==> config.mk <==
export PLATFORM = sky130hd
export DESIGN_NAME = jk_cmd_sequencer
export DESIGN_NICKNAME = d
export VERILOG_FILES = /design/src/rtl/jk_pkg.sv /design/src/rtl/jk_cmd_fifo.sv /design/src/rtl/jk_cmd_sequencer.sv
export SDC_FILE = /design/constraint.sdc
export NUM_CORES = 1
export LEC_CHECK = 0
export ABC_AREA = 1
export BUFFER_PORTS_ARGS = -buffer_cell sky130_fd_sc_hd__buf_2
export CAP_MARGIN = 20
export CORE_UTILIZATION = 29
export CTS_BUF_LIST = sky130_fd_sc_hd__clkbuf_2 sky130_fd_sc_hd__clkbuf_4 sky130_fd_sc_hd__clkbuf_8
export CTS_CLUSTER_DIAMETER = 30
export CTS_CLUSTER_SIZE = 14
export DETAILED_ROUTE_END_ITERATION = 10
export SYNTH_ARGS = -nofsm -noshare
export SYNTH_HDL_FRONTEND = slang
export SYNTH_HIERARCHICAL = 1
export SYNTH_SLANG_ARGS = --single-unit
==> constraint.sdc <==
create_clock -name clk -period 2 [get_ports clk]
set_clock_uncertainty 0.05 [all_clocks]
set_input_delay 0 -clock clk [delete_from_list [all_inputs] [get_ports clk]]
set_output_delay 0 -clock clk [all_outputs]
set_load 0.02 [all_outputs]
==> src/rtl/jk_pkg.sv <==
// Shared types and the JK next-state rule for the command sequencer and its benches.
package jk_pkg;

  localparam int JK_LEN_W = 4;

  typedef enum logic [1:0] {
    HOLD = 2'b00,
    RST  = 2'b01,
    SET  = 2'b10,
    TOG  = 2'b11
  } jk_op_t;

  typedef struct packed {
    jk_op_t              op;
    logic [JK_LEN_W-1:0] len;
  } jk_cmd_t;

  typedef enum logic {
    S_IDLE  = 1'b0,
    S_DRIVE = 1'b1
  } jk_state_t;

  function automatic logic jk_next(input logic q, input logic j, input logic k);
    logic r;
    case ({j, k})
      2'b00:   r = q;
      2'b01:   r = 1'b0;
      2'b10:   r = 1'b1;
      default: r = ~q;
    endcase
    return r;
  endfunction

endpackage

==> src/rtl/jk_cmd_fifo.sv <==
// Synchronous FIFO with full/empty; a push while full is dropped even on a pop edge.
module jk_cmd_fifo #(
  parameter int DEPTH = 4,
  parameter int WIDTH = 6
) (
  input  logic             clk,
  input  logic             rst,
  input  logic             i_push,
  input  logic [WIDTH-1:0] i_wr_dat,
  input  logic             i_pop,
  output logic [WIDTH-1:0] o_rd_dat,
  output logic             o_full,
  output logic             o_empty
);

  localparam int AW = (DEPTH > 1) ? $clog2(DEPTH) : 1;

  logic [WIDTH-1:0] r_mem [DEPTH];
  logic [AW-1:0]    r_wr_ptr;
  logic [AW-1:0]    r_rd_ptr;
  logic [AW:0]      r_count;
  logic             w_do_push;
  logic             w_do_pop;

  assign o_full    = (r_count == (AW+1)'(DEPTH));
  assign o_empty   = (r_count == '0);
  assign w_do_push = i_push && !o_full;
  assign w_do_pop  = i_pop && !o_empty;
  assign o_rd_dat  = r_mem[r_rd_ptr];

  always_ff @(posedge clk) begin
    if (w_do_push) r_mem[r_wr_ptr] <= i_wr_dat;
  end

  always_ff @(posedge clk or posedge rst) begin
    if (rst) begin
      r_wr_ptr <= '0;
      r_rd_ptr <= '0;
      r_count  <= '0;
    end else begin
      if (w_do_push) r_wr_ptr <= r_wr_ptr + 1'b1;
      if (w_do_pop)  r_rd_ptr <= r_rd_ptr + 1'b1;
      case ({w_do_push, w_do_pop})
        2'b10:   r_count <= r_count + 1'b1;
        2'b01:   r_count <= r_count - 1'b1;
        default: r_count <= r_count;
      endcase
    end
  end

endmodule

==> src/rtl/jk_cmd_sequencer.sv <==
// Replays queued hold/reset/set/toggle commands on registered j/k for len+1 cycles each.
// Optional q checker enabled by macro JK_SEQ_CHECK_EN.
module jk_cmd_sequencer
  import jk_pkg::*;
#(
  parameter int DEPTH = 4,
  parameter int LEN_W = JK_LEN_W
) (
  input  logic             clk,
  input  logic             rst,
  input  logic             cmd_valid,
  output logic             cmd_ready,
  input  logic [1:0]       cmd_op,
  input  logic [LEN_W-1:0] cmd_len,
  output logic             j,
  output logic             k,
  output logic             busy,
  input  logic             q,
  output logic             mismatch,
  output logic [7:0]       err_cnt
);

  localparam int CW = 2 + LEN_W;

  jk_state_t        r_state;
  jk_state_t        w_state_nxt;
  logic             r_j;
  logic             r_k;
  logic [LEN_W-1:0] r_remain;
  logic             w_fifo_full;
  logic             w_fifo_empty;
  logic [CW-1:0]    w_head;
  jk_op_t           w_head_op;
  logic [LEN_W-1:0] w_head_len;
  logic             w_pop;
  logic             w_j_ld;
  logic             w_k_ld;

  assign cmd_ready  = !w_fifo_full;
  assign w_head_op  = jk_op_t'(w_head[LEN_W +: 2]);
  assign w_head_len = w_head[LEN_W-1:0];

  jk_cmd_fifo #(
    .DEPTH (DEPTH),
    .WIDTH (CW)
  ) u_fifo (
    .clk      (clk),
    .rst      (rst),
    .i_push   (cmd_valid && cmd_ready),
    .i_wr_dat ({cmd_op, cmd_len}),
    .i_pop    (w_pop),
    .o_rd_dat (w_head),
    .o_full   (w_fifo_full),
    .o_empty  (w_fifo_empty)
  );

  always_ff @(posedge clk or posedge rst) begin
    if (rst) r_state <= S_IDLE;
    else     r_state <= w_state_nxt;
  end

  always_comb begin
    w_state_nxt = r_state;
    case (r_state)
      S_IDLE:  if (!w_fifo_empty) w_state_nxt = S_DRIVE;
      S_DRIVE: if ((r_remain == '0) && w_fifo_empty) w_state_nxt = S_IDLE;
      default: w_state_nxt = S_IDLE;
    endcase
  end

  // Popping on the last drive cycle keeps consecutive commands gapless.
  always_comb begin
    w_pop  = 1'b0;
    w_j_ld = 1'b0;
    w_k_ld = 1'b0;
    case (r_state)
      S_IDLE:  w_pop = !w_fifo_empty;
      S_DRIVE: w_pop = !w_fifo_empty && (r_remain == '0);
      default: w_pop = 1'b0;
    endcase
    case (w_head_op)
      RST: w_k_ld = 1'b1;
      SET: w_j_ld = 1'b1;
      TOG: begin
        w_j_ld = 1'b1;
        w_k_ld = 1'b1;
      end
      default: begin
        w_j_ld = 1'b0;
        w_k_ld = 1'b0;
      end
    endcase
  end

  always_ff @(posedge clk or posedge rst) begin
    if (rst) begin
      r_j      <= 1'b0;
      r_k      <= 1'b0;
      r_remain <= '0;
    end else if (w_pop) begin
      r_j      <= w_j_ld;
      r_k      <= w_k_ld;
      r_remain <= w_head_len;
    end else if (r_state == S_DRIVE) begin
      if (r_remain != '0) begin
        r_remain <= r_remain - 1'b1;
      end else begin
        r_j <= 1'b0;
        r_k <= 1'b0;
      end
    end
  end

  assign j    = r_j;
  assign k    = r_k;
  assign busy = !w_fifo_empty || (r_state == S_DRIVE);

`ifdef JK_SEQ_CHECK_EN
  logic       r_exp_q;
  logic       r_exp_vld;
  logic       r_mismatch;
  logic [7:0] r_err_cnt;

  // The model becomes trustworthy only once a set or reset cycle pins q down.
  always_ff @(posedge clk or posedge rst) begin
    if (rst) begin
      r_exp_q    <= 1'b0;
      r_exp_vld  <= 1'b0;
      r_mismatch <= 1'b0;
      r_err_cnt  <= '0;
    end else begin
      r_exp_q <= jk_next(r_exp_q, r_j, r_k);
      if (r_j != r_k) r_exp_vld <= 1'b1;
      if (r_exp_vld && (q != r_exp_q)) begin
        r_mismatch <= 1'b1;
        if (r_err_cnt != 8'hFF) r_err_cnt <= r_err_cnt + 1'b1;
      end
    end
  end

  assign mismatch = r_mismatch;
  assign err_cnt  = r_err_cnt;
`else
  logic w_q_unused;
  assign w_q_unused = q;
  assign mismatch   = 1'b0;
  assign err_cnt    = '0;
`endif

endmodule

* After elaboration in Yosys (flattened, before gate mapping) *
Memory sizes are Yosys's and may differ from the RTL's.
Index checks and enable logic that the tools add are counted.
Widths: inputs -> output; s select.

word-level totals
  word-level logic and storage cells = 55
  memories = 1
  output and inout port bits = 13
  flip-flop bits (word level) = 14
  bits of input ports = 10
  memory bits (writable) = 24

memory list
  memory        depth  width  read ports  clocked after Yosys merged registers in  wr ports  line               RTL
  u_fifo.r_mem  4      6      1           0                                        1         jk_cmd_fifo.sv:18  logic [WIDTH-1:0] r_mem [DEPTH];

cells by class
  $add $sub $neg = 5
  mux-type cells = 16
  equal/unequal tests = 7
  reductions and logical operators = 18
  bitwise operators = 1

operators by type and width
  cell                 number
  $mux 4               3
  $mux 1               10
  $eq 2x2->1 const B   3
  $pmux 3 s2           1
  $reduce_bool 2->1    3
  $logic_and 1x1->1    5
  $add 2x1->2 const B  2
  $eq 2x1->1 const B   2
  $logic_not 4->1      1
  $pmux 1 s2           2
  $reduce_and 2->1     2
  $reduce_bool 4->1    1
  $reduce_or 2->1      2
  $sub 4x1->4 const B  1
  $add 3x1->3 const B  1
  $eq 3x3->1 const B   1
  $logic_not 3->1      1
  $sub 3x1->3 const B  1
  $logic_not 1->1      2
  $ne 2x1->1 const B   1
  $logic_or 1x1->1     1
  $not 1->1            1

* Logic depth before layout (Yosys ltp) *
  depth in word-level cells = 7
  depth in mapped cells = 16
  mapped depth without buffers = 16

* Modules after synthesis *
The synthesis kept the hierarchy.

modules (own cells, without submodules)
  module            seq. area each (um^2)  times used  area each (um^2)  cells each
  jk_cmd_fifo       895.9                  1           1431.4            132
  jk_cmd_sequencer  175.2                  1           479.2             66

* Worst setup path after synthesis *
No wires, ideal clock.

  path kind = register -> register
  start point = register r_remain[0]
  end point = register u_fifo.r_count[2]
  arrival = 1900 ps
  data required time = 1833 ps
  stages on the path, launching flop included = 16
  library setup time = 117 ps
  path buffers = 0
  clock period less this slack = 2067 ps
  path slack = -67 ps
  cell sequence = dfrtp_1 -> inv_1 -> ha_1 -> nand2_2 -> nand2_4 -> nand2_2 -> clkinv_2 -> nand2_1 -> inv_1 -> ha_1 -> inv_1 -> fa_1 -> nand2_1 -> nand3_1 -> nand2_1 -> nand2_1

on the way
  cells in the longest elaborated chain, start to end = 6
  elaborated cells between the ends (all ways) = 8
  classes of those cells = 2 x eq/ne; 2 x mux; 4 x reduce/logical

RTL lines
  item                                             line                     RTL
  start, declared                                  jk_cmd_sequencer.sv:29   logic [LEN_W-1:0] r_remain;
  start signal, assigned                           jk_cmd_sequencer.sv:103  r_remain <= w_head_len;
  start signal, assigned                           jk_cmd_sequencer.sv:106  r_remain <= r_remain - 1'b1;
  $logic_not 4->1 *                                jk_cmd_sequencer.sv:78   S_DRIVE: w_pop = !w_fifo_empty && (r_remain == '0);
  $logic_and 1x1->1 *                              jk_cmd_sequencer.sv:78
  $pmux 1 s2 *                                     jk_cmd_sequencer.sv:76   case (r_state)
  named net w_pop                                  jk_cmd_sequencer.sv:35   logic w_pop;
  $logic_and 1x1->1 *                              jk_cmd_fifo.sv:28        assign w_do_pop = i_pop && !o_empty;
  named net u_fifo.w_do_pop                        jk_cmd_fifo.sv:23        logic w_do_pop;
  $eq 2x1->1 or $eq 2x2->1 (tied branches)         jk_cmd_fifo.sv:43        case ({w_do_push, w_do_pop})
  $pmux 3 s2 or $reduce_bool 2->1 (tied branches)  -
  end signal, assigned                             jk_cmd_fifo.sv:44        2'b10: r_count <= r_count + 1'b1;
  end signal, assigned                             jk_cmd_fifo.sv:45        2'b01: r_count <= r_count - 1'b1;
  end signal, assigned                             jk_cmd_fifo.sv:46        default: r_count <= r_count;
  end, declared                                    jk_cmd_fifo.sv:21        logic [AW:0] r_count;

The timed path passes the listed nets; every way through them passes the cells marked *.
A chain may end at the register's enable or synchronous reset.

* Final worst setup path *
Same ends and word-level chain as after synthesis.

==> flow_summary.json <==
{
  "syn_area_um2": 1910,
  "cp_top_family": "adder cells",
  "stdcell_area_um2": 2380,
  "startpoint_type": "flip-flop",
  "dieArea_um2": 6920,
  "grt_pass1_vias": 1220,
  "io_pins": 23,
  "ys_ff_latch": 38,
  "endpoint_kind": "flip-flop",
  "ys_seq_area_share_pct": 56.1,
  "synth_adder_area_share_pct": 4.98,
  "cts_buffer_depth": 2,
  "drv_cap": 0,
  "p_switching_w": 0.00127,
  "regArea_um2": 1070,
  "muxShareOfSynthArea_pct": 0,
  "hold_path_depth": 6,
  "switching_share_pct": 38.6,
  "whs_ns": 0.116,
  "core_area_um2": 6350,
  "place_area_um2": 2140,
  "synth_area_leaders": "edfxtp_1 38%, dfrtp_1 18%, nand2_1 10%",
  "r2r_slack_ns": 0.08,
  "stdcell_count": 320,
  "r2r-end": "u_fifo/r_count[2]",
  "crit_top_cell": "nand2_4",
  "ys_warn_count": 6,
  "gr-usage-all-layers_pct": 9.90,
  "path_clk_slew_ns": 0.07,
  "fmax_mhz": 520,
  "cp_max_fo": 2,
  "status": "finished, final reports clean",
  "worst_slack_ns": 0.0776,
  "ctsRootBufferMaster": "clkbuf_8",
  "min_to": "u_fifo/r_wr_ptr[1]",
  "pwr-share-comb_pct": 47.2,
  "synth_edf_count": 24,
  "dp_hpwl_um": 2280,
  "synth-xor-area-share_pct": 0.917,
  "power.share.clock_pct": 15.3,
  "path_class": "reg2reg",
  "hp-start": "cmd_valid",
  "nets": 259,
  "place_congestion": 0.783,
  "diodes": 0,
  "leakagePower_nw": 1.14,
  "hp-class": "in2reg",
  "fin_crit_ns": 1.92,
  "syn_inst": 198,
  "cp_slowest_stage_delay_ns": 0.40,
  "synth_top_family_by_area": "simple AND/OR/NAND/NOR gates",
  "drive_gt1_share_pct": 28.0,
  "pre_cts_ws_ns": 0.0356,
  "critPathArrivalTime_ns": 2.05,
  "clock_sinks": 38,
  "powerDensity_nw_per_um2": 1380,
  "io_buffer_count": 12,
  "gr-total-overflow": 0,
  "synthSimpleGateAreaFrac_pct": 19.3,
  "multi_input_area_um2": 669,
  "finalCritPeriodShare_pct": 96.1,
  "clkLatencyLatePin_ns": 0.28,
  "dp.cells": 300,
  "regToRegStartpoint": "r_remain[0]",
  "routed_wl_um": 3280,
  "vias_per_cell": 4.16,
  "fp.dieW_um": 83.2,
  "grt_max_degree": 27,
  "synth_ff_type": "edfxtp_1",
  "nFillCells": 623,
  "dr.first_iter.drc_count": 52,
  "dr.pass1.iters": 4,
  "initial_core_util_pct": 30.1,
  "p_int_w": 0.00201,
  "postSynthAreaPerCell_um2": 9.65,
  "htree_levels": 2,
  "ys_async_sr_fraction_pct": 36.8,
  "required_ns": 2.13,
  "drcViolationCount": 0,
  "ant_nets": 0,
  "synth_top_area_share_pct": 37.7,
  "synthDistinctLibCells": 24,
  "r2r.worst_path.cells": 15,
  "synthTopCellsByCount": "53 x nand2_1, 38 x inv_1, 24 x edfxtp_1",
  "slew_viol_final": 0,
  "avgRoutedWirePerCell_um": 10.2,
  "final-setup-viol-count": 0,
  "hold_viol_final": 0,
  "tritoncts": "yes",
  "seq_power_share_pct": 37.5,
  "areaGrowthSynthToFinish_pct": 24.4,
  "synth_top_area_cell": "edfxtp_1",
  "antenna_found_initial": 0,
  "die_h_um": 83.2,
  "grt_pass1_wl_um": 5300,
  "synth_compound_area_share_pct": 5.44,
  "worst-path-buf-inv": 4,
  "cts_inserted_buffers": 5,
  "rows": 29,
  "peakVddDrop_mv": 0.464,
  "path_cells": "inv_2 > ha_4 > nand2_4 > nand2_4 > nand2_4 > inv_4 > nand2_2 > inv_2 > ha_4 > inv_4 > fa_2 > nand2_2 > nand3_2 > nand2_1 > nand2_1",
  "critPathSlowestCell": "fa_2",
  "synth.most_common_cell": "nand2_1",
  "vias": 1332
}
[per-stage QoR]
step	power, W	TNS [ns]	util (%)
2_1_floorplan	0.00221	0	-
4_1_cts	0.00315	0	36.2
5_1_grt	0.00358	-0.0312	37.4
3_5_place_dp	0.00262	0	33.7
3_3_place_gp	0.00259	0	33.7
6_report	0.00328	0	37.4
[sequential cells by signal, indices dropped and copies added, names as in the netlist]
signal           count
r_remain             4
u_fifo/r_mem        24
u_fifo/r_wr_ptr      2
u_fifo/r_count       3
r_state              1
j                    1
u_fifo/r_rd_ptr      2
k                    1
[placed cells by master, fill, tap and decap left out, types with 3 or more instances in the layout]
cell           synthesis  routed
o211ai_1              12      12
nand2_1               53      50
conb_1                 1       9
edfxtp_1              24      24
inv_1                 38      29
nand3_2                2       3
buf_4                  9      22
dlygate4sd3_1          0       7
nor2_1                 6       6
nand2_2                2       3
clkbuf_8               0       5
inv_2                  2      10
buf_2                  1      12
dfrtp_1               14      14
ha_1                   6       4
nand3_1               16      15
nand2_4                2       4
[layout make-up]
type	count	share of cell area, %
timing repair buffer	41	12.4
clock inverter	2	0.369
multi-input combinational	115	28.2
inverter	41	6.69
tap	77	4.05
clock buffer	6	3.21
sequential	38	45.1
[repair_timing]
item | CTS | global route
hold buffers | 7 | 0
setup endpoints to repair | 0 | 2
hold endpoints to repair | 38 | 0
resized for setup | 0 | 21
setup buffers | 0 | 5
[kinds of logic after synthesis]
group,Yosys count
xor+xnor,2
compound gates,14
fa+ha+maj,7
other cells,1
flops,38
simple gates,83
buf+inv,53
[metal layers]
metal / up-vias / global-route usage, % / share of wire (%)
li1: 697 / - / -
met1: 604 / 11.6 / 46
met2: 26 / 16.5 / 48
met3: 5 / 3.68 / 4.6
met4: 0 / 3.76 / 1.3
met5: - / 0 / 0
[how the worst max path moves through the flow]
stage	from	end	slack [ns]	depth (start not counted)
5_1_grt	r_remain[0]	u_fifo/r_count[2]	-0.03	15
2_1_floorplan	r_remain[0]	u_fifo/r_count[2]	0.002	15
6_report	r_remain[0]	u_fifo/r_count[2]	0.08	15
4_1_cts	u_fifo/r_count[0]	u_fifo/r_count[1]	0.01	12
3_5_place_dp	u_fifo/r_count[0]	u_fifo/r_count[1]	0.04	12
3_3_place_gp	u_fifo/r_count[0]	u_fifo/r_count[1]	0.06	12
[tightest hold or removal path, stage by stage]
cell and delay (ns):
buf_2 0.09, inv_1 0.04, nor2_1 0.06, nand2_4 0.12
nand2_1 0.06, nand2_1 0.05
[power groups by stage]
stage	sequential, W	combinational (W)	clock, W
floorplan	0.00122	0.000985	0
global placement	0.00123	0.00136	0
detailed placement	0.00124	0.00138	0
CTS	0.00122	0.00140	0.000528
global route	0.00126	0.00175	0.000566
finish	0.00123	0.00155	0.000501
Note: power is estimated with default switching activity, not from simulation.
